## config.mk

```make
export PLATFORM = sky130hd
export DESIGN_NAME = uart_tx_arbiter
export DESIGN_NICKNAME = d
export VERILOG_FILES = /design/src/rtl/uart_tx_arbiter.sv
export SDC_FILE = /design/constraint.sdc
export NUM_CORES = 1
export LEC_CHECK = 0
export CAP_MARGIN = 40
export CORE_ASPECT_RATIO = 0.75
export CORE_MARGIN = 4
export CORE_UTILIZATION = 54
export CTS_BUF_LIST = sky130_fd_sc_hd__clkbuf_8 sky130_fd_sc_hd__clkbuf_16
export CTS_CLUSTER_DIAMETER = 120
export CTS_CLUSTER_SIZE = 20
export DETAILED_ROUTE_END_ITERATION = 7
export GPL_TIMING_DRIVEN = 0
export PLACE_DENSITY = 0.87
export SKIP_LAST_GASP = 1
export SLEW_MARGIN = 5
export SYNTH_ARGS = -nofsm -noshare
export SYNTH_HDL_FRONTEND = slang
export SYNTH_SLANG_ARGS = --single-unit
export TNS_END_PERCENT = 20
```

## constraint.sdc

```tcl
create_clock -name clk -period 8.4 [get_ports clk]
set_input_delay 2.52 -clock clk [delete_from_list [all_inputs] [get_ports clk]]
set_output_delay 2.52 -clock clk [all_outputs]
set_load 0.005 [all_outputs]
```

## src/rtl/uart_tx_arbiter.sv

```systemverilog
// Round-robin arbiter sharing one UART transmitter between NUM_REQ byte requesters.
// Each frame ends on tx_done or a programmable timeout, followed by a fixed idle gap.
module uart_tx_arbiter #(
  parameter int unsigned NUM_REQ    = 4,
  parameter int unsigned IDX_W      = 2,
  parameter int unsigned GAP_CYCLES = 4,
  parameter int unsigned TO_W       = 24
) (
  input  logic                 clk,
  input  logic                 rst,
  input  logic                 enable,
  input  logic [NUM_REQ-1:0]   req_valid,
  input  logic [8*NUM_REQ-1:0] req_data,
  output logic [NUM_REQ-1:0]   req_ready,
  output logic                 tx_sta,
  output logic [7:0]           tx_data,
  input  logic                 tx_done,
  input  logic [TO_W-1:0]      timeout_cycles,
  output logic                 busy,
  output logic [IDX_W-1:0]     grant_id,
  output logic                 timeout_err
);

  localparam int unsigned GAP_W = (GAP_CYCLES > 1) ? $clog2(GAP_CYCLES) : 1;

  typedef enum logic [1:0] {
    IDLE = 2'd0,
    SEND = 2'd1,
    GAP  = 2'd2
  } state_t;

  state_t               state_q, state_d;
  logic [IDX_W-1:0]     ptr_q, ptr_d;
  logic [TO_W-1:0]      cnt_q, cnt_d;
  logic [GAP_W-1:0]     gap_q, gap_d;
  logic                 tx_sta_q, tx_sta_d;
  logic [7:0]           tx_data_q, tx_data_d;
  logic [NUM_REQ-1:0]   req_ready_q, req_ready_d;
  logic                 busy_q, busy_d;
  logic [IDX_W-1:0]     grant_id_q, grant_id_d;
  logic                 timeout_err_q, timeout_err_d;

  logic                 found_c;
  logic [IDX_W-1:0]     sel_c;
  logic [IDX_W-1:0]     scan_idx_c;
  logic [7:0]           sel_byte_c;

  // First valid requester scanning ptr+1, ptr+2, ... modulo NUM_REQ.
  always_comb begin
    found_c    = 1'b0;
    sel_c      = '0;
    scan_idx_c = '0;
    for (int unsigned i = 1; i <= NUM_REQ; i++) begin
      scan_idx_c = IDX_W'((32'(ptr_q) + i) % NUM_REQ);
      if (!found_c && req_valid[scan_idx_c]) begin
        found_c = 1'b1;
        sel_c   = scan_idx_c;
      end
    end
  end

  always_comb begin
    sel_byte_c = 8'h00;
    for (int unsigned i = 0; i < NUM_REQ; i++) begin
      if (IDX_W'(i) == sel_c) sel_byte_c = req_data[i*8 +: 8];
    end
  end

  always_comb begin
    state_d       = state_q;
    ptr_d         = ptr_q;
    cnt_d         = cnt_q;
    gap_d         = gap_q;
    tx_sta_d      = tx_sta_q;
    tx_data_d     = tx_data_q;
    busy_d        = busy_q;
    grant_id_d    = grant_id_q;
    req_ready_d   = '0;
    timeout_err_d = 1'b0;
    unique case (state_q)
      IDLE: begin
        if (enable && found_c) begin
          req_ready_d = NUM_REQ'(1) << sel_c;
          tx_data_d   = sel_byte_c;
          grant_id_d  = sel_c;
          ptr_d       = sel_c;
          tx_sta_d    = 1'b1;
          busy_d      = 1'b1;
          cnt_d       = '0;
          state_d     = SEND;
        end
      end
      SEND: begin
        // Saturate so a long frame can never wrap back into a timeout match.
        if (cnt_q != '1) cnt_d = cnt_q + TO_W'(1);
        if (tx_done) begin
          tx_sta_d = 1'b0;
          gap_d    = '0;
          state_d  = GAP;
        end else if ((timeout_cycles != '0) && (cnt_q == timeout_cycles - TO_W'(1))) begin
          tx_sta_d      = 1'b0;
          timeout_err_d = 1'b1;
          gap_d         = '0;
          state_d       = GAP;
        end
      end
      GAP: begin
        if (gap_q == GAP_W'(GAP_CYCLES - 1)) begin
          busy_d  = 1'b0;
          state_d = IDLE;
        end else begin
          gap_d = gap_q + GAP_W'(1);
        end
      end
      default: begin
        tx_sta_d = 1'b0;
        busy_d   = 1'b0;
        state_d  = IDLE;
      end
    endcase
  end

  always_ff @(posedge clk) begin
    if (rst) begin
      state_q       <= IDLE;
      ptr_q         <= IDX_W'(NUM_REQ - 1);
      cnt_q         <= '0;
      gap_q         <= '0;
      tx_sta_q      <= 1'b0;
      tx_data_q     <= 8'h00;
      req_ready_q   <= '0;
      busy_q        <= 1'b0;
      grant_id_q    <= '0;
      timeout_err_q <= 1'b0;
    end else begin
      state_q       <= state_d;
      ptr_q         <= ptr_d;
      cnt_q         <= cnt_d;
      gap_q         <= gap_d;
      tx_sta_q      <= tx_sta_d;
      tx_data_q     <= tx_data_d;
      req_ready_q   <= req_ready_d;
      busy_q        <= busy_d;
      grant_id_q    <= grant_id_d;
      timeout_err_q <= timeout_err_d;
    end
  end

  assign req_ready   = req_ready_q;
  assign tx_sta      = tx_sta_q;
  assign tx_data     = tx_data_q;
  assign busy        = busy_q;
  assign grant_id    = grant_id_q;
  assign timeout_err = timeout_err_q;

endmodule

```

==> flow_summary.yaml, run 1 <==
yosys:
  synth_simple_gate_area_share_pct: 29.3
  synth_flop_cell: "dfxtp_1"
  ys_ff_latch: 47
  synthesis.nets: 474
  synth.area.top_cells: "dfxtp_1 29%, xor2_1 7.7%, nor2_1 6.3%"
  syn_area_per_cell_um2: 7.86
  ys_seq_area_share_pct: 29.4
  synth_edf_count: 0
  yosys_warnings: 0
  synth.mux.area_fraction_pct: 5.94
  syn_inst: 407
  synth_top_area_share_pct: 29.4
  yosysMostFrequentCell: "nor2_1"
  yosys.area.top_type: "dfxtp_1"
  synthArstFlopShare_pct: 0
  synth_commonest_cells: "54 x nor2_1, 47 x dfxtp_1, 44 x nand2_1"
  synth_top_family_by_area: "simple AND/OR/NAND/NOR gates"
  yosysUniqueCellTypes: 56
  synth_xor_xnor_area_share_pct: 14.0
  synth-compound-area-share_pct: 15.3
  synth_area_um2: 3200
  synth_adder_area_share_pct: 1.17
clock_tree:
  clk_latency_ns: 0.30
  root_buffer: "clkbuf_8"
  hold_buffers: 0
  h-tree-depth: 2
  cts_resized: 0
  path_clk_slew_ns: 0.09
  cts_tree: "yes"
  clock_sinks: 47
  clk_path_buf_depth: 2
  postCtsSetupRepairBufs: 0
  numCtsBuffers: 5
setup_path:
  worstSetupEndpointType: "flop"
  cpPeakStageDelay_ns: 0.51
  cpLargestDelayFamily: "simple AND/OR/NAND/NOR gates"
  crit_path_top_delay_cell: "clkdlybuf4s50_1"
  path_cells: "clkdlybuf4s50_1, inv_1, ha_1, buf_2, nor4b_4, nand4_2, or3_1, a2111oi_4, nand4_2, nor4_4, o22ai_1"
  cp_num_buf_inv: 3
  worstPathRequired_ns: 8.57
  path_class: "in2reg"
  crit_fanout: 9
  startpoint_type: "input pin"
  critPathMostFrequentCell: "nand4_2"
  worstPathArrival_ns: 5.64
routing:
  postRouteAntennaNets: 0
  vias_per_cell: 5.71
  vias: 3232
  dr.pass1.iters: 4
  drt_iter0_markers: 197
  drt-total-wl_mm: 8.34
  drc: 0
  wl_per_cell_um: 14.7
final_layout:
  drive_gt1_share_pct: 7.13
  nets: 557
  syn2layout_area_growth_pct: 29.4
  fin_area_um2: 4140
  postLayoutCoreUtil_pct: 74.9
  n_antenna_cell: 0
floorplanning:
  start_util_pct: 57.9
  die-area_um2: 7240
  core_area_um2: 5530
  io_pins: 81
  die-height_um: 74.7
  die_w_um: 96.9
  num_rows: 23
sta:
  setup_ws_ns: 2.93
  hold_viol: 0
  grt_setup_unrepaired: "no"
  final.period_utilization_pct: 65.1
  period_minus_slack_ns: 5.47
  fin_skew_ns: 0.00847
  finalSetupTns_ns: 0
  slew_violations: 0
  setup_viol: 0
  relSlewSlack_pct: 55.9
  worstMarginPinSlew_ns: 0.653
  max_freq_mhz: 183
place:
  place_ws_ns: 2.67
  dp_hpwl_mm: 6.59
  dpl_cell_area_um2: 4060
  place_congestion: 0.938
  port_buffers: 76
min_path:
  hold_path.class: "reg2reg"
power:
  powerDensity_nw_per_um2: 123
  peakVddDrop_mv: 0.0734
  power_mw: 0.511
  power.leakage_nw: 1.48
global_route:
  grt_pass1_vias: 3092
  grt_usage_pct: 23.6
  gr-total-overflow: 0
  grt_pass1_wl_mm: 14.1
  antenna_found_initial: 0
  grt_max_degree: 15
flow_run:
  drv_cap: 0
status:
  status: "completed"
[worst register-to-register path, delay by kind of cell, from the launching register on]
kind	cells	cell delay, ns
flip-flops	1	0.44
AND/OR/NAND/NOR	5	1.28
AO/OA/AOI/OAI	1	0.26
buffers and inverters	1	0.21
XOR/XNOR	1	0.16
[layout by cell type, fill, tap and decap left out, types with 12 or more instances in the layout]
cell	count
xor2_1	28
xnor2_1	23
nor2_1	54
dfxtp_1	47
clkbuf_1	13
nor3_1	14
a21oi_1	22
o21ai_0	12
inv_1	19
clkdlybuf4s50_1	76
nand2_1	44
[report_power, final]
| part | internal, mW | leakage, nW | switching, mW |
|---|---|---|---|
| Combinational | 0.0718 | 1.05 | 0.0662 |
| Sequential | 0.232 | 0.382 | 0.00730 |
| Clock | 0.0571 | 0.0453 | 0.0766 |
[flip-flops by register name (all words and copies together) (netlist names)]
| signal | count |
|---|---|
| timeout_err | 1 |
| ptr_q | 2 |
| grant_id | 2 |
| state_q | 2 |
| req_ready | 4 |
| busy | 1 |
| gap_q | 2 |
| tx_sta | 1 |
| cnt_q | 24 |
| tx_data | 8 |
[worst paths after layout]
check	depth (start not counted)	startpoint	end	slack, ns
worst max-delay path	11	timeout_cycles[0]	state_q[0]	2.93
worst max register to register	8	cnt_q[11]	cnt_q[7]	5.93
worst min register to register	2	tx_data[5]	tx_data[5]	0.46
worst min-delay path	2	tx_data[5]	tx_data[5]	0.46
[per-layer routing]
metal	up-vias	wire, µm	track usage (%)
li1	1608	-	-
met1	1500	3750	29.4
met2	111	3690	40.0
met3	13	752	7.69
met4	0	147	7.01
met5	-	0	0
[cell families (layout without fill, tap and decap cells)]
group / after synthesis / in the layout
compound gates: 73 / 73
xor+xnor: 51 / 51
fa+ha+maj: 3 / 3
buf+inv: 36 / 120
flops: 47 / 47
mux: 18 / 18
simple gates: 179 / 179
[per-stage QoR]
stage               instances  hold WS [ns]
floorplan                 407         0.453
global placement          558         0.442
detailed placement        558         0.446
CTS                       566         0.457
global route              566         0.478
finish                    566         0.455
[layout make-up]
type	count	area [µm²]
Clock inverter	3	16.3
Timing Repair Buffer	76	761
Sequential cell	47	941
Tap cell	75	93.8
Buffer	18	88.8
Multi-Input combinational cell	324	2100
Fill cell	425	1390
Inverter	18	67.6
Clock buffer	5	68.8
Power figures use the tool's default switching activity.
==> inputs of run 2 (changes only) <==
--- a/config.mk
+++ b/config.mk
@@ -8,13 +8,13 @@
 export CAP_MARGIN = 40
 export CORE_ASPECT_RATIO = 0.75
 export CORE_MARGIN = 4
-export CORE_UTILIZATION = 54
+export CORE_UTILIZATION = 45
 export CTS_BUF_LIST = sky130_fd_sc_hd__clkbuf_8 sky130_fd_sc_hd__clkbuf_16
 export CTS_CLUSTER_DIAMETER = 120
 export CTS_CLUSTER_SIZE = 20
 export DETAILED_ROUTE_END_ITERATION = 7
 export GPL_TIMING_DRIVEN = 0
-export PLACE_DENSITY = 0.87
+export PLACE_DENSITY = 0.77
 export SKIP_LAST_GASP = 1
 export SLEW_MARGIN = 5
 export SYNTH_ARGS = -nofsm -noshare
==> constraint.sdc (replaced) <==
create_clock -name clk -period 4.69 [get_ports clk]
set_input_delay 1.407 -clock clk [delete_from_list [all_inputs] [get_ports clk]]
set_output_delay 1.407 -clock clk [all_outputs]
set_load 0.005 [all_outputs]
==> run 2 against run 1 <==
First-iteration DRC count shrank 31%. Count of clock-buffer cells in the layout increased by 1. Final cell count grew 3.9%. Die area up 18%. Combinational power rose by 80%. Final area rose by 0.76%. Sequential cell count unchanged. Critical endpoint unchanged. Largest cell class unchanged. Highest routed layer unchanged.
==> flow_summary.yaml, run 2 (synthesized netlist as in run 1, its figures left out) <==
status:
  status: "completed"
floorplanning:
  die-area_um2: 8540
  die-height_um: 81.0
  die_w_um: 105
  num_rows: 26
  io_pins: 81
  core_area_um2: 6860
  start_util_pct: 46.6
sta:
  setup_viol: 0
  setup_ws_ns: 0.443
  slew_violations: 0
  relSlewSlack_pct: 51.6
  period_minus_slack_ns: 4.25
  fin_skew_ns: 0.00966
  worst_hold_slack_ns: 0.458
  max_freq_mhz: 235
  finalSetupTns_ns: 0
  worstMarginPinSlew_ns: 0.716
  final.period_utilization_pct: 90.6
  grt_setup_unrepaired: "no"
  hold_viol: 0
routing:
  postRouteAntennaNets: 0
  vias_per_cell: 5.40
  drt-total-wl_mm: 8.36
  drt_iter0_markers: 135
  dr.pass1.iters: 4
  vias: 3174
  drc: 0
  wl_per_cell_um: 14.2
setup_path:
  cpPeakStageDelay_ns: 0.50
  worstSetupEndpointType: "flop"
  r2r-start: "cnt_q[11]"
  r2r_setup_slack_ns: 2.16
  path_cells: "clkdlybuf4s50_1, inv_1, ha_1, buf_2, nor4b_4, nand4_2, or3_1, a2111oi_4, nand4_2, nor4_4, o22ai_1"
  crit_path_top_delay_cell: "clkdlybuf4s50_1"
  path_class: "in2reg"
  crit_fanout: 9
  critPathMostFrequentCell: "nand4_2"
  reg2reg_to: "cnt_q[23]"
  worstPathRequired_ns: 4.85
  worstPathArrival_ns: 4.40
  startpoint_type: "input pin"
  r2r_cells: 7
global_route:
  gr-total-overflow: 0
  gr-max-usage-layer: "met2"
  use_met3_pct: 7.23
  grt_pass1_vias: 3073
  grt_pass1_wl_mm: 14.1
  grt_usage_pct: 20.0
  use_met1_pct: 25.7
  antenna_found_initial: 0
  grtUsageMet2_pct: 31.7
  grt_max_degree: 14
clock_tree:
  numCtsBuffers: 5
  cts_resized: 0
  hold_buffers: 0
  clk_path_buf_depth: 2
  path_clk_slew_ns: 0.07
  h-tree-depth: 2
  postCtsSetupRepairBufs: 0
  clk_latency_ns: 0.29
  root_buffer: "clkbuf_8"
  cts_tree: "yes"
  clock_sinks: 47
final_layout:
  largest_register_ffs: 24
  drive_gt1_share_pct: 7.14
  fin_area_um2: 4170
  postLayoutCoreUtil_pct: 60.8
  layout_common_cells: "76 x clkdlybuf4s50_1, 54 x nor2_1, 47 x dfxtp_1"
  mostFrequentLayoutCell: "clkdlybuf4s50_1"
  stdcell_count: 588
  n_antenna_cell: 0
  top_register: "cnt_q"
  nets: 557
  syn2layout_area_growth_pct: 30.3
min_path:
  hold_path.class: "reg2reg"
  min-delay-start: "tx_data[1]"
  hold-path-endpoint: "tx_data[1]"
  hold_depth: 2
place:
  dpl_cell_area_um2: 4080
  place_congestion: 0.841
  place_ws_ns: 0.146
  dp_hpwl_mm: 6.63
  port_buffers: 76
  dp.cells: 581
power:
  power_mw: 0.918
  powerDensity_nw_per_um2: 220
  power.leakage_nw: 1.48
  peakVddDrop_mv: 0.137
flow_run:
  drv_cap: 0
-- run 2: cell types whose count changed in the layout (fill, tap and decap cells not counted), sizes merged --
cell / previous run / this run
clkinvlp: 1 / 0
clkbuf: 19 / 20
inv: 19 / 18
-- run 2: how the worst max path moves through the flow --
stage,depth (start not counted),start,slack (ns),to
after floorplan,10,timeout_cycles[0],1.08,state_q[0]
after global placement,11,timeout_cycles[0],0.18,state_q[0]
after detailed placement,11,timeout_cycles[0],0.15,state_q[0]
after CTS,11,timeout_cycles[0],0.45,state_q[0]
after global routing,11,timeout_cycles[0],0.25,state_q[0]
final,11,timeout_cycles[0],0.44,state_q[0]
-- run 2: final cells by class --
type,instances,area (µm²)
flip-flops and latches,47,941
clock buffers,6,82.6
multi-input cells,324,2100
repair buffers,76,761
well taps,98,123
clock inverters,1,5.00
plain buffers,18,88.8
fillers,621,2690
inverters,18,67.6
-- run 2: routing by layer --
metal | routed length [µm] | vias to the layer above
li1 | - | 1605
met1 | 3920 | 1450
met2 | 3590 | 106
met3 | 732 | 13
met4 | 119 | 0
met5 | 0 | -
-- run 2: critical path: cells and delay by family --
kind / cells / cell delay [ns]
buffers and inverters: 3 / 0.81
AO/OA/AOI/OAI: 2 / 0.48
adder cells (fa/ha/maj): 1 / 0.13
AND/OR/NAND/NOR: 5 / 1.58
-- run 2: report_power, final --
group | total (mW) | internal, mW | leakage (nW) | switching [mW]
registers | 0.428 | 0.416 | 0.382 | 0.0122
clock network | 0.242 | 0.116 | 0.0470 | 0.126
logic | 0.248 | 0.129 | 1.05 | 0.119
